$ cat src/rtl/vending_machine_param.sv
// -----------------------------------------------------------------------------
// vending_machine_param
// Coin-operated vending controller with a parameterised product price.
// Accepts Re 1 / Rs 2 coins, delivers one product when the credit reaches
// PRICE, pays out change or a cancel refund one rupee per cycle, and bounces
// any coin that arrives while it is busy.
//
// Build option:
//   VEND_TIMEOUT_EN - when defined, credit left idle in COLLECT for
//                     TIMEOUT_CYCLES cycles is refunded automatically.
//                     When undefined, no counter exists and credit is held
//                     in COLLECT until a coin or cancel arrives.
// -----------------------------------------------------------------------------
module vending_machine_param #(
    parameter int PRICE          = 3,
    parameter int CREDIT_W       = 4,
    parameter int TIMEOUT_CYCLES = 255
) (
    input  logic                clock,
    input  logic                reset,
    input  logic [1:0]          coin,
    input  logic                cancel,
    output logic                prdt,
    output logic                ret,
    output logic                reject,
    output logic                busy,
    output logic [CREDIT_W-1:0] credit
);

    // Elaboration-time parameter sanity: the price bound is what keeps
    // credit + 2 from wrapping in CREDIT_W bits.
    if ((PRICE < 1) || (PRICE > ((2 ** CREDIT_W) - 3))) begin : g_bad_price
        $error("vending_machine_param: PRICE out of range for CREDIT_W");
    end
    if (TIMEOUT_CYCLES < 1) begin : g_bad_timeout
        $error("vending_machine_param: TIMEOUT_CYCLES must be at least 1");
    end

    typedef enum logic [2:0] {
        ST_IDLE    = 3'd0,
        ST_COLLECT = 3'd1,
        ST_VEND    = 3'd2,
        ST_CHANGE  = 3'd3,
        ST_REFUND  = 3'd4
    } state_t;

    localparam logic [CREDIT_W-1:0] PRICE_C = CREDIT_W'(PRICE);

    // Face value of a coin given its denomination bit (0: Re 1, 1: Rs 2).
    function automatic logic [CREDIT_W-1:0] coin_value(input logic denom);
        logic [CREDIT_W-1:0] v;
        if (denom) begin
            v = CREDIT_W'(2);
        end else begin
            v = CREDIT_W'(1);
        end
        return v;
    endfunction

    state_t              state_r;
    state_t              state_s;
    state_t              accept_state_s;
    logic [CREDIT_W-1:0] credit_r;
    logic [CREDIT_W-1:0] credit_s;
    logic [CREDIT_W-1:0] sum_s;
    logic [CREDIT_W-1:0] accept_credit_s;
    logic                coin_valid_s;
    logic                reject_s;
    logic                prdt_r;
    logic                ret_r;
    logic                reject_r;
    logic                busy_r;

`ifdef VEND_TIMEOUT_EN
    localparam int TO_W = $clog2(TIMEOUT_CYCLES + 1);
    logic [TO_W-1:0] idle_cnt_r;
    logic [TO_W-1:0] idle_cnt_s;
`endif

    // Decode the coin sensors and work out where an accepted coin would lead.
    always_comb begin
        coin_valid_s    = coin[1];
        sum_s           = credit_r + coin_value(coin[0]);
        accept_state_s  = ST_COLLECT;
        accept_credit_s = sum_s;
        if (sum_s >= PRICE_C) begin
            accept_state_s  = ST_VEND;
            accept_credit_s = sum_s - PRICE_C;
        end else begin
            accept_state_s  = ST_COLLECT;
            accept_credit_s = sum_s;
        end
    end

    // Next-state, next-credit and coin-bounce decision.
    always_comb begin
        state_s  = state_r;
        credit_s = credit_r;
        reject_s = 1'b0;
`ifdef VEND_TIMEOUT_EN
        idle_cnt_s = '0;
`endif
        case (state_r)
            ST_IDLE: begin
                // cancel is meaningless with no credit, so it is ignored here
                if (coin_valid_s) begin
                    state_s  = accept_state_s;
                    credit_s = accept_credit_s;
                end else begin
                    state_s  = ST_IDLE;
                    credit_s = '0;
                end
            end
            ST_COLLECT: begin
                if (cancel) begin
                    // cancel beats a simultaneous coin, which is bounced
                    state_s  = ST_REFUND;
                    reject_s = coin_valid_s;
                end else if (coin_valid_s) begin
                    state_s  = accept_state_s;
                    credit_s = accept_credit_s;
                end
`ifdef VEND_TIMEOUT_EN
                else if (idle_cnt_r >= TO_W'(TIMEOUT_CYCLES - 1)) begin
                    state_s = ST_REFUND;
                end else begin
                    state_s    = ST_COLLECT;
                    idle_cnt_s = idle_cnt_r + TO_W'(1);
                end
`else
                else begin
                    state_s = ST_COLLECT;
                end
`endif
            end
            ST_VEND: begin
                reject_s = coin_valid_s;
                if (credit_r != '0) begin
                    state_s = ST_CHANGE;
                end else begin
                    state_s = ST_IDLE;
                end
            end
            ST_CHANGE, ST_REFUND: begin
                // credit here is the rupees still owed including the one
                // being returned this cycle
                reject_s = coin_valid_s;
                if (credit_r <= CREDIT_W'(1)) begin
                    state_s  = ST_IDLE;
                    credit_s = '0;
                end else begin
                    state_s  = state_r;
                    credit_s = credit_r - CREDIT_W'(1);
                end
            end
            default: begin
                state_s  = ST_IDLE;
                credit_s = '0;
            end
        endcase
    end

    // State, credit and registered output pulses, all decoded from next state.
    always_ff @(posedge clock) begin
        if (reset) begin
            state_r  <= ST_IDLE;
            credit_r <= '0;
            prdt_r   <= 1'b0;
            ret_r    <= 1'b0;
            reject_r <= 1'b0;
            busy_r   <= 1'b0;
        end else begin
            state_r  <= state_s;
            credit_r <= credit_s;
            prdt_r   <= (state_s == ST_VEND);
            ret_r    <= (state_s == ST_CHANGE) || (state_s == ST_REFUND);
            reject_r <= reject_s;
            busy_r   <= (state_s == ST_VEND) || (state_s == ST_CHANGE) ||
                        (state_s == ST_REFUND);
        end
    end

`ifdef VEND_TIMEOUT_EN
    // Idle-cycle counter for the automatic refund of abandoned credit.
    always_ff @(posedge clock) begin
        if (reset) begin
            idle_cnt_r <= '0;
        end else begin
            idle_cnt_r <= idle_cnt_s;
        end
    end
`endif

    assign prdt   = prdt_r;
    assign ret    = ret_r;
    assign reject = reject_r;
    assign busy   = busy_r;
    assign credit = credit_r;

endmodule

$ cat config.mk
export PLATFORM = sky130hd
export DESIGN_NAME = vending_machine_param
export DESIGN_NICKNAME = d
export VERILOG_FILES = /design/src/rtl/vending_machine_param.sv
export SDC_FILE = /design/constraint.sdc
export NUM_CORES = 1
export LEC_CHECK = 0
export BUFFER_PORTS_ARGS = -buffer_cell sky130_fd_sc_hd__buf_2
export CAP_MARGIN = 20
export CORE_AREA = 2 2 52 54
export DETAILED_ROUTE_END_ITERATION = 8
export DIE_AREA = 0 0 54 56
export SYNTH_ARGS = -nofsm -noshare
export SYNTH_HDL_FRONTEND = slang
export SYNTH_SLANG_ARGS = --single-unit
$ cat constraint.sdc
create_clock -name clock -period 4 [get_ports clock]
set_input_delay 0 -clock clock [delete_from_list [all_inputs] [get_ports clock]]
set_output_delay 0 -clock clock [all_outputs]
set_load 0.05 [all_outputs]
After elaboration in Yosys (flattened, before gate mapping) --
Index checks and enable logic that the tools add are counted.
Word-level totals: input bits 5, logic and storage cells 45, latch bits 0, register bits 11, memories 0, bits in read-only memories 0, bits in writable memories 0
Cells by class: $mul 0, equal/unequal tests 9, shifts and indexed selects 0, multiplexer cells 16, add/subtract/negate cells 3, order comparisons 2, bitwise logic cells 1, reductions and logical operators 8, div/mod/pow operators 0
Operators with widths (number):
- $mux W4 | 5
- $pmux W4 S4 | 1
- $eq A3 B2 Y1 const B | 4
- $mux W3 | 4
- $pmux W3 S4 | 1
- $eq A3 B3 Y1 const B | 2
- $mux W2 | 3
- $add A4 B4 Y4 | 1
- $ge A4 B2 Y1 const B | 1
- $le A4 B1 Y1 const B | 1
- $ne A2 B2 Y1 const B | 2
- $reduce_bool A4 Y1 | 1
- $sub A4 B1 Y4 const B | 1
- $sub A4 B2 Y4 const B | 1
- $eq A3 B1 Y1 const B | 1
- $logic_not A3 Y1 | 1
- $logic_or A1 B1 Y1 | 3
- $reduce_and A3 Y1 | 1
- $reduce_or A3 Y1 | 1
- $pmux W1 S2 | 1
- $reduce_or A2 Y1 | 1
- $mux W1 | 1
- $not A1 Y1 | 1

Depth between registers and ports, before layout --
Gate-level depths: netlist of run 1.
depth in word-level cells 10, gate-level depth with buffers 10, gate-level depth less buffers 10

Worst setup path after synthesis of run 1 --
Ideal clock, no wire load.
path type register -> register, from register credit_r[0], in the netlist credit[0], to register busy_r, in the netlist busy, stages on the path, launching flop included 10, arrival time 2329 ps, data required time 3865 ps, slack 1535 ps, period minus slack after synthesis 2465 ps, buffers on the path 0, setup time 135 ps, path through dfxtp_1 ha_1 inv_1 fa_1 inv_1 ha_1 nor2_1 and2_4 nand2b_4 a31oi_1
Between the ends: cells in the longest elaborated chain, start to end 9, elaborated cells on any way between the ends 16, those cells by class add/sub: 1; order compare: 2; eq/ne: 3; mux: 7; reduce/logical: 3
Ends and longest elaborated chain:
- start: declaration | RTL line 63 | logic [CREDIT_W-1:0] credit_r;
- start signal: assignment | RTL line 174 | credit_r <= credit_s;
- $add A4 B4 Y4 | RTL line 83 | sum_s = credit_r + coin_value(coin[0]);
- $ge A4 B2 Y1 | RTL line 86 | if (sum_s >= PRICE_C) begin
- $mux W2 | RTL line 86
- $mux W3 | RTL line 119 | end else if (coin_valid_s) begin
- $mux W3 | RTL line 115 | if (cancel) begin
- $pmux W3 S4 * | RTL line 103 | case (state_r)
- $eq A3 B2 Y1 | RTL line 178 | busy_r <= (state_s == ST_VEND) || (state_s == ST_CHANGE) ||
- $logic_or A1 B1 Y1 | RTL line 178
- $logic_or A1 B1 Y1 * | RTL line 178
- end signal: assignment | RTL line 178
- end: declaration | RTL line 72 | logic busy_r;
Mark *: on every way between the ends. The rest lies on a longest branch, timed or not. A chain may end at the register's enable or synchronous reset.

Final worst setup path of run 1 --
Ends and elaborated chain as after synthesis.

==> reports/qor.csv, run 1 <==
stage;metric;value;unit
floorplan;placeableCoreArea;2432;um^2
yosys;synth_nets;118;
floorplan;die_x;54;um
clock_tree;post-cts-setup-buffer-count;0;
critical_path;crit_end_element;register;
clock_tree;h-tree-depth;1;
clock_tree;clock_input_transition_at_the_sequential_cells_of_the_worst_setup_and_hold_paths;80;ps
grt;maximum_number_of_pins_on_one_net_before_global_route_repair;13;
critical_path;worst_setup_path_start_kind;register;
yosys;synth-warning-count;0;
route;drt_first_pass_iters;3;
yosys;flip_flop_and_latch_count_after_synthesis;11;
route;totalWireLength;1916;um
floorplan;initial_utilization;35.13;%
pwr;power_leakage;0.4001;nW
clock_tree;clock_tree.root_cell;sky130_fd_sc_hd__clkbuf_4;
finish;finish.utilization;38.89;%
yosys;post_synth.cell_area_avg;8.062;um^2
critical_path;reg2regPathDepth;9;
worst_hold_path;hold_path.startpoint;reset;
timing;slew_at_the_pin_with_the_worst_max_slew_slack;562.8;ps
timing;setup_viol;0;
grt;grt_pass1_wl;3070;um
yosys;synth.top_cells.by_area;sky130_fd_sc_hd__dfxtp_1 26%, sky130_fd_sc_hd__ha_1 8.8%, sky130_fd_sc_hd__nor2_1 5.3%;
finish;diodes;0;
route;vias_per_cell;5.116;
clock_tree;cts_made_buffers;3;
route;wire_per_inst;13.03;um
critical_path;crit_type;reg2reg;
floorplan;io_pins;13;
critical_path;crit_path_cell_trace;ha_1 -> inv_1 -> fa_1 -> inv_1 -> ha_1 -> nor2_1 -> and2_4 -> nand2b_4 -> a31oi_1;
clock_tree;post_cts_hold_buffer_count;0;
floorplan;floorplan.die_area;3024;um^2
worst_hold_path;hold-path-endpoint;credit[1];
critical_path;critPathRequiredTime;4140;ps
timing;tns;0;ps
critical_path;cpMaxStageDelayCell;sky130_fd_sc_hd__fa_1;
yosys;syn-instance-count;106;
placement;place.gp.congestion;0.7844;
critical_path;critPathArrivalTime;2450;ps
worst_hold_path;whs_path_depth;2;
route;detailroute.via_count;752;
finish;layout-drive-gt1-share;22.22;%
timing;final.period_utilization;57.66;%
yosys;asyncSetResetFlopFracSynth;0;%
floorplan;floorplan.die.height;56;um
pwr;ir_worst_vdd;0.0003380;V
timing;clock.fmax;433.6;MHz
critical_path;timing.critical_path.slowest_cell_delay;520;ps
grt;grt_antenna_before_repair;0;
timing;number_of_endpoints_with_negative_hold_slack_in_the_final_report;0;
yosys;postSynth.topFlopCell;sky130_fd_sc_hd__dfxtp_1;
timing;timing.slew.headroom;62.16;%
yosys;synth.top_cells.by_count;12 x sky130_fd_sc_hd__nor2_1, 11 x sky130_fd_sc_hd__dfxtp_1, 9 x sky130_fd_sc_hd__inv_1;
grt;vias_in_the_first_global_route;686;
finish;fillerInstances;267;
clock_tree;cts_max_path_buffers;2;
timing;slew_violations;0;
worst_hold_path;min_delay_path_class;in2reg;
grt;gr-usage-all-layers;13.73;%
yosys;yosysSeqAreaShare;25.77;%
clock_tree;clock-sinks;11;
yosys;count_of_cell_types_in_the_netlist;40;
yosys;synthDominantAreaCellType;sky130_fd_sc_hd__dfxtp_1;
placement;portBuffers;12;
pwr;cell_pwr_density;760.9;nW/um^2
timing;fin_skew;0.2597;ps
finish;signed_area_change_from_the_synthesized_netlist_to_the_final_layout;10.69;%
yosys;mappedNetlistArea;854.6;um^2
clock_tree;tritoncts_clock_tree;yes;
critical_path;worst-path-max-fanout;8;
yosys;post-synth-top-count-cell;sky130_fd_sc_hd__nor2_1;
yosys;synthDominantCellAreaShare;25.77;%
critical_path;critical_register_to_register_path_startpoint;credit[0];
grt;globalRouteOverflowTotal;0;
run_status;run_status;finished clean;
finish;layout.nets;130;
route;drc;0;
clock_tree;clock_latency_on_the_worst_skew_pair;260;ps
clock_tree;cts_repair_resize_count;0;
timing;fin_crit;2306;ps
critical_path;regToRegSetupSlack;1690;ps
floorplan;row_count;18;
placement;hpwlAfterDp;1451;um
yosys;number_of_enable_flip_flop_cells_after_synthesis;0;
flow_run;cap_violations;0;
critical_path;worst_flop_to_flop_path_endpoint;busy;
timing;rsz0062_at_grt;no;
route;detail_route.iter0.violations;7;
route;drtAntennaViolNets;0;
==> routing by layer <==
| metal | global-route usage, % | share of wire, % | up-vias |
|---|---|---|---|
| met1 | 18.27 | 50 | 347 |
| met2 | 21.43 | 47 | 8 |
| met4 | 6.429 | 1.3 | 0 |
| li1 | - | - | 395 |
| met5 | 0 | 0 | - |
| met3 | 1.613 | 1.9 | 2 |
==> critical path: cells and delay by family, from the launching register on <==
kind                     cells  cell delay (ps)
AO/OA/AOI/OAI                1               70
adder cells (fa/ha/maj)      3             1010
buffers and inverters        2              140
flip-flops                   1              470
AND/OR/NAND/NOR              3              500
==> layout by cell type (no fill, tap or decap), drive strengths merged, types with 3 or more instances in the layout <==
| cell | n |
|---|---|
| inv | 9 |
| ha | 6 |
| nand2b | 3 |
| a31oi | 3 |
| clkbuf | 4 |
| a21oi | 7 |
| nor2b | 4 |
| buf | 12 |
| dfxtp | 11 |
| nor2 | 12 |
| nand2 | 9 |
| o21ai | 10 |
| nor3b | 3 |
| nand3 | 3 |
==> power breakdown <==
| part | switching (mW) | internal, mW | leakage [nW] | total [mW] |
|---|---|---|---|---|
| registers | 0.0581 | 0.143 | 0.0897 | 0.201 |
| logic | 0.274 | 0.166 | 0.295 | 0.440 |
| clock network | 0.0402 | 0.0385 | 0.0150 | 0.0787 |
| total | 0.372 | 0.347 | 0.400 | 0.720 |
==> cells by family after synthesis <==
group	synth area share (%)
fa+ha+maj	11.13
flops	25.77
xor+xnor	1.904
compound gates	24.89
simple gates	28.55
buf+inv	7.759
==> sequential cells by signal, summed over array words and instances, names as in the netlist <==
signal   flops
reject       1
credit       4
prdt         1
ret          1
busy         1
state_r      3
==> final cells by class <==
cell class / instances / area, um^2 / share of cell area, %
multi-input combinational: 81 / 568.0 / 60.05
sequential: 11 / 220.2 / 23.28
timing repair buffer: 12 / 60.06 / 6.349
tap: 30 / 37.54 / 3.968
inverter: 9 / 33.78 / 3.571
clock buffer: 4 / 26.28 / 2.778
==> worst max path at each step <==
stage / from / endpoint / slack (ps) / cells after the start
final: credit[0] / busy / 1690 / 9
after global routing: credit[0] / busy / 1550 / 9
after CTS: credit[0] / busy / 1700 / 9
after detailed placement: credit[0] / busy / 1730 / 9
after global placement: credit[0] / busy / 1830 / 9
after floorplan: credit[0] / busy / 1540 / 9
==> stage by stage <==
step,std cells,setup WS [ps],hold WS [ps],power (mW),instance area (um^2)
after global routing,147,1550,28.89,0.7810,945.9
after global placement,143,1833,316.2,0.6297,919.6
after CTS,147,1705,23.73,0.7224,945.9
after floorplan,106,1536,165.3,0.5604,854.6
after detailed placement,143,1733,304.8,0.6398,919.6
final,147,1694,27.44,0.7198,945.9
No activity file was read; power rests on OpenSTA's default activity.
==> inputs of run 2 (changes only) <==
Clock period 4 ns to 2.1 ns, I/O delays scaled along.
==> reports/qor.csv, run 2 (synthesis results as in run 1) <==
stage;metric;value;unit
run_status;run_status;finished clean;
route;wire_per_inst;13.24;um
timing;fin_skew;2.057;ps
finish;layout.cell_area.non_filler;996.0;um^2
worst_hold_path;min_delay_path_class;in2reg;
finish;layout-drive-gt1-share;28.33;%
flow_run;cap_violations;0;
finish;largest_register_ff_count;4;
timing;slew_violations;0;
floorplan;die_x;54;um
timing;slew_at_the_pin_with_the_worst_max_slew_slack;571.3;ps
grt;vias_in_the_first_global_route;735;
grt;maximum_number_of_pins_on_one_net_before_global_route_repair;13;
timing;hold_ws;19.00;ps
route;detail_route.iter0.violations;17;
clock_tree;clock-sinks;11;
route;detailroute.via_count;790;
critical_path;worst_flop_to_flop_path_endpoint;busy;
floorplan;row_count;18;
critical_path;regToRegSetupSlack;120;ps
critical_path;reg2regPathDepth;9;
floorplan;placeableCoreArea;2432;um^2
clock_tree;clock_latency_on_the_worst_skew_pair;270;ps
timing;layout_setup_ws;120.6;ps
critical_path;critPathRequiredTime;2240;ps
floorplan;initial_utilization;35.13;%
clock_tree;h-tree-depth;1;
placement;placement.setup.worst_slack;17.88;ps
clock_tree;clock_tree.root_cell;sky130_fd_sc_hd__clkbuf_4;
finish;signed_area_change_from_the_synthesized_netlist_to_the_final_layout;16.54;%
worst_hold_path;hold-path-endpoint;credit[1];
timing;final.period_utilization;94.26;%
placement;hpwlAfterDp;1549;um
timing;tns;0;ps
grt;grt_pass1_wl;3394;um
critical_path;critical_register_to_register_path_startpoint;credit[0];
route;vias_per_cell;5.267;
finish;layout.nets;133;
critical_path;worst_setup_path_start_kind;register;
floorplan;floorplan.die.height;56;um
placement;portBuffers;12;
finish;top_library_cells_by_usage_in_the_layout_fill_and_taps_aside;12 x sky130_fd_sc_hd__buf_2, 11 x sky130_fd_sc_hd__nor2_1, 9 x sky130_fd_sc_hd__inv_1, 9 x sky130_fd_sc_hd__dfxtp_1, 8 x sky130_fd_sc_hd__nand2_1;
critical_path;critPathArrivalTime;2120;ps
worst_hold_path;hold_path.startpoint;reset;
timing;setup_viol;0;
placement;place.gp.congestion;0.7856;
critical_path;crit_type;reg2reg;
pwr;ir_worst_vdd;0.0006097;V
timing;fin_crit;1979;ps
clock_tree;cts_made_buffers;3;
route;drt_first_pass_iters;5;
grt;grt_antenna_before_repair;0;
worst_hold_path;whs_path_depth;2;
critical_path;crit_end_element;register;
critical_path;worst-path-max-fanout;7;
floorplan;io_pins;13;
route;drtAntennaViolNets;0;
timing;timing.slew.headroom;61.59;%
route;drc;0;
placement;detailed_place.area;952.2;um^2
clock_tree;tritoncts_clock_tree;yes;
placement;placed_cells_incl_taps;145;
finish;final_cell_count_no_fill;150;
clock_tree;cts_max_path_buffers;2;
critical_path;critical_path.startpoint;credit[0];
floorplan;floorplan.die_area;3024;um^2
timing;clock.fmax;505.2;MHz
grt;globalRouteOverflowTotal;0;
finish;diodes;0;
clock_tree;clock_input_transition_at_the_sequential_cells_of_the_worst_setup_and_hold_paths;80;ps
grt;gr-usage-all-layers;15.17;%
finish;mostFrequentLayoutCell;sky130_fd_sc_hd__buf_2;
pwr;cell_pwr_density;1434;nW/um^2
timing;rsz0062_at_grt;no;
pwr;power_leakage;0.4172;nW
route;totalWireLength;1986;um
timing;number_of_endpoints_with_negative_hold_slack_in_the_final_report;0;
-- run 2: changes by cell type in the layout (fill, tap and decap cells not counted) --
cell                      before  now
sky130_fd_sc_hd__buf_4         0    3
sky130_fd_sc_hd__dfxtp_1      11    9
sky130_fd_sc_hd__ha_1          6    4
sky130_fd_sc_hd__dfxtp_2       0    1
sky130_fd_sc_hd__dfxtp_4       0    1
sky130_fd_sc_hd__ha_2          0    1
sky130_fd_sc_hd__ha_4          0    1
sky130_fd_sc_hd__nor2_1       12   11
sky130_fd_sc_hd__nor2_4        0    1
-- run 2: repair_timing --
item                                    4_1_cts  5_1_grt
endpoints found under the setup margin        0        7
gates resized for setup                       0        3
hold buffers                                  0        0
buffers inserted                              0        1
hold endpoints to repair                      0        0
-- run 2: how the worst max path moves through the flow --
stage,end,depth (start not counted)
2_1_floorplan,busy,8
3_3_place_gp,busy,9
3_5_place_dp,busy,9
4_1_cts,busy,9
5_1_grt,credit[2],8
6_report,busy,9
-- run 2: per-stage QoR --
stage	power [mW]	utilization, %
after floorplan	1.082	-
after global placement	1.230	39.15
after detailed placement	1.249	39.15
after CTS	1.400	40.23
after global routing	1.563	40.95
final	1.428	40.95
-- run 2: metal layers --
metal / vias to the layer above / wire (um) / global-route usage, % / share of wire, %
li1: 407 / - / - / -
met1: 363 / 909 / 19.97 / 46
met2: 16 / 949 / 23.34 / 48
met3: 4 / 96 / 4.839 / 4.8
met4: 0 / 29 / 4.286 / 1.5
met5: - / 0 / 0 / 0
-- run 2: layout make-up --
class / instances / area (um^2)
clock buffer: 4 / 26.28
inverter: 9 / 33.78
tap: 30 / 37.54
sequential: 11 / 225.2
timing repair buffer: 15 / 82.58
multi-input combinational: 81 / 590.6
fill: 268 / 1436
-- run 2: where the power goes --
part / switching, mW / total (mW) / internal, mW / leakage [nW]
Clock: 0.0788 / 0.152 / 0.0735 / 0.0150
Combinational: 0.547 / 0.897 / 0.350 / 0.311
Sequential: 0.100 / 0.379 / 0.278 / 0.0908
Total: 0.727 / 1.43 / 0.701 / 0.417
-- run 2: critical path: stages (launching register included) --
cell and delay [ps]:
sky130_fd_sc_hd__dfxtp_4 390, sky130_fd_sc_hd__ha_4 150, sky130_fd_sc_hd__inv_1 50, sky130_fd_sc_hd__fa_1 490, sky130_fd_sc_hd__inv_1 60, sky130_fd_sc_hd__ha_2 210
sky130_fd_sc_hd__nor2_4 90, sky130_fd_sc_hd__and2_4 170, sky130_fd_sc_hd__nand2b_4 140, sky130_fd_sc_hd__a31oi_1 90
==> inputs of run 3 (changes only) <==
Settings changed: PLACE_DENSITY set to 0.66.
==> reports/qor.csv, run 3 (synthesis results as in run 1) <==
stage;metric;value;unit
run_status;run_status;finished clean;
floorplan;row_count;18;
pwr;cell_pwr_density;1439;nW/um^2
route;drtAntennaViolNets;0;
timing;fin_skew;12.15;ps
clock_tree;cts_max_path_buffers;2;
floorplan;floorplan.die_area;3024;um^2
flow_run;cap_violations;0;
placement;hpwlAfterDp;1475;um
clock_tree;tritoncts_clock_tree;yes;
worst_hold_path;min_delay_path_class;in2reg;
timing;timing.slew.headroom;73.09;%
finish;layout-drive-gt1-share;28.93;%
route;wire_per_inst;13.34;um
critical_path;crit_end_element;register;
critical_path;critical_path.top_delay_family;adder cells;
timing;tns;0;ps
route;detail_route.iter0.violations;34;
finish;largest_register_ff_count;4;
finish;final_cell_count_no_fill;151;
clock_tree;clock_latency_on_the_worst_skew_pair;290;ps
critical_path;critPathRequiredTime;2270;ps
grt;vias_in_the_first_global_route;753;
placement;place.gp.congestion;0.7701;
floorplan;initial_utilization;35.13;%
pwr;power.total;1.437;mW
route;totalWireLength;2014;um
finish;mostFrequentLayoutCell;sky130_fd_sc_hd__buf_2;
finish;layout.nets;134;
critical_path;cp_num_buf_inv;2;
grt;grt_antenna_before_repair;0;
finish;signed_area_change_from_the_synthesized_netlist_to_the_final_layout;16.84;%
pwr;power.combinational.fraction;63.9;%
finish;diodes;0;
timing;setup_viol;0;
critical_path;timing.critical_path.mode_cell;sky130_fd_sc_hd__inv_1;
critical_path;crit_path_cell_trace;ha_4 -> inv_1 -> fa_1 -> inv_1 -> ha_2 -> nor2_2 -> and2_4 -> nand2b_4 -> a31oi_1;
grt;maximum_number_of_pins_on_one_net_before_global_route_repair;13;
critical_path;crit_type;reg2reg;
finish;finish.utilization;41.05;%
floorplan;io_pins;13;
timing;final.period_utilization;93.35;%
pwr;ir_worst_vdd;0.0005636;V
pwr;clkPwrFrac;10.9;%
pwr;cell_internal_pwr;0.7083;mW
route;drt_first_pass_iters;4;
critical_path;worst-path-max-fanout;5;
critical_path;critPathArrivalTime;2130;ps
pwr;p_seq_share;25.3;%
floorplan;die_x;54;um
clock_tree;h-tree-depth;1;
clock_tree;cts_made_buffers;3;
critical_path;timing.critical_path.slowest_cell_delay;500;ps
grt;grt_pass1_wl;3270;um
floorplan;placeableCoreArea;2432;um^2
clock_tree;post_cts_hold_buffer_count;0;
timing;rsz0062_at_grt;no;
pwr;net-switching-power;0.7283;mW
floorplan;floorplan.die.height;56;um
critical_path;cpMaxStageDelayCell;sky130_fd_sc_hd__fa_1;
route;vias_per_cell;5.397;
clock_tree;clock_tree.root_cell;sky130_fd_sc_hd__clkbuf_4;
placement;portBuffers;12;
timing;fin_crit;1960;ps
placement;placed_cells_incl_taps;146;
timing;clock.fmax;510.1;MHz
timing;slew_at_the_pin_with_the_worst_max_slew_slack;403.1;ps
grt;globalRouteOverflowTotal;0;
grt;gr-usage-all-layers;14.81;%
route;drc;0;
timing;slew_violations;0;
finish;top_library_cells_by_usage_in_the_layout_fill_and_taps_aside;12 x sky130_fd_sc_hd__buf_2, 11 x sky130_fd_sc_hd__nor2_1, 9 x sky130_fd_sc_hd__inv_1, 9 x sky130_fd_sc_hd__dfxtp_1, 8 x sky130_fd_sc_hd__nand2_1;
critical_path;worst_setup_path_start_kind;register;
timing;number_of_endpoints_with_negative_hold_slack_in_the_final_report;0;
route;detailroute.via_count;815;
clock_tree;clock-sinks;11;
clock_tree;clock_input_transition_at_the_sequential_cells_of_the_worst_setup_and_hold_paths;80;ps
pwr;swShare;50.69;%
pwr;power_leakage;0.4195;nW
## run 3: cell types whose count changed in the layout (fill, tap and decap cells not counted), sizes merged
| cell | previous run | this run |
|---|---|---|
| buf | 15 | 16 |
## run 3: final cells by class
class                           count  area [um^2]
Clock buffer                        4        26.28
Tap cell                           30        37.54
Timing Repair Buffer               16        90.09
Sequential cell                    11        225.2
Multi-Input combinational cell     81        585.6
Inverter                            9        33.78
Fill cell                         258         1434
## run 3: layer usage
metal  vias to the layer above  part of all wire (%)  track usage, %  routed length [um]
met3                         5                   2.9           1.613                  58
met5                         -                     0               0                   0
met2                        19                    48           22.47                 966
met1                       385                    46           19.18                 929
li1                        406                     -               -                   -
met4                         0                   2.9           9.643                  59
## run 3: worst register-to-register path, stage by stage, from the launching register on
cell	delay, ps
sky130_fd_sc_hd__dfxtp_4	360
sky130_fd_sc_hd__ha_4	140
sky130_fd_sc_hd__inv_1	50
sky130_fd_sc_hd__fa_1	500
sky130_fd_sc_hd__inv_1	60
sky130_fd_sc_hd__ha_2	210
sky130_fd_sc_hd__nor2_2	120
sky130_fd_sc_hd__and2_4	180
sky130_fd_sc_hd__nand2b_4	140
sky130_fd_sc_hd__a31oi_1	80
## run 3: path summary, 6_finish.rpt
check	cells past startpoint	from	endpoint	slack, ps
worst min-delay path	2	reset	credit[1]	7
worst max-delay path	9	credit[0]	busy	140
worst min register to register	2	state_r[0]	state_r[0]	680
worst max register to register	9	credit[0]	busy	140
## run 3: through the flow
step	setup WS, ps	instance area (um^2)	hold WS, ps
floorplan	5.050	872.1	165.3
global placement	113.1	959.7	305.6
detailed placement	60.89	959.7	319.1
CTS	33.37	985.9	8.564
global route	7.181	998.5	40.12
finish	139.6	998.5	6.747
## run 3: power groups by stage
stage	registers (mW)	logic (mW)	clock network, mW
floorplan	0.489	0.593	0
global placement	0.370	0.863	0
detailed placement	0.373	0.882	0
CTS	0.368	0.891	0.160
global route	0.373	1.01	0.167
finish	0.363	0.917	0.156
## run 3: repair_timing
action | 4_1_cts | 5_1_grt
gates resized for setup | 0 | 2
endpoints found under the hold margin | 0 | 0
buffers inserted | 0 | 1
endpoints found under the setup margin | 0 | 7
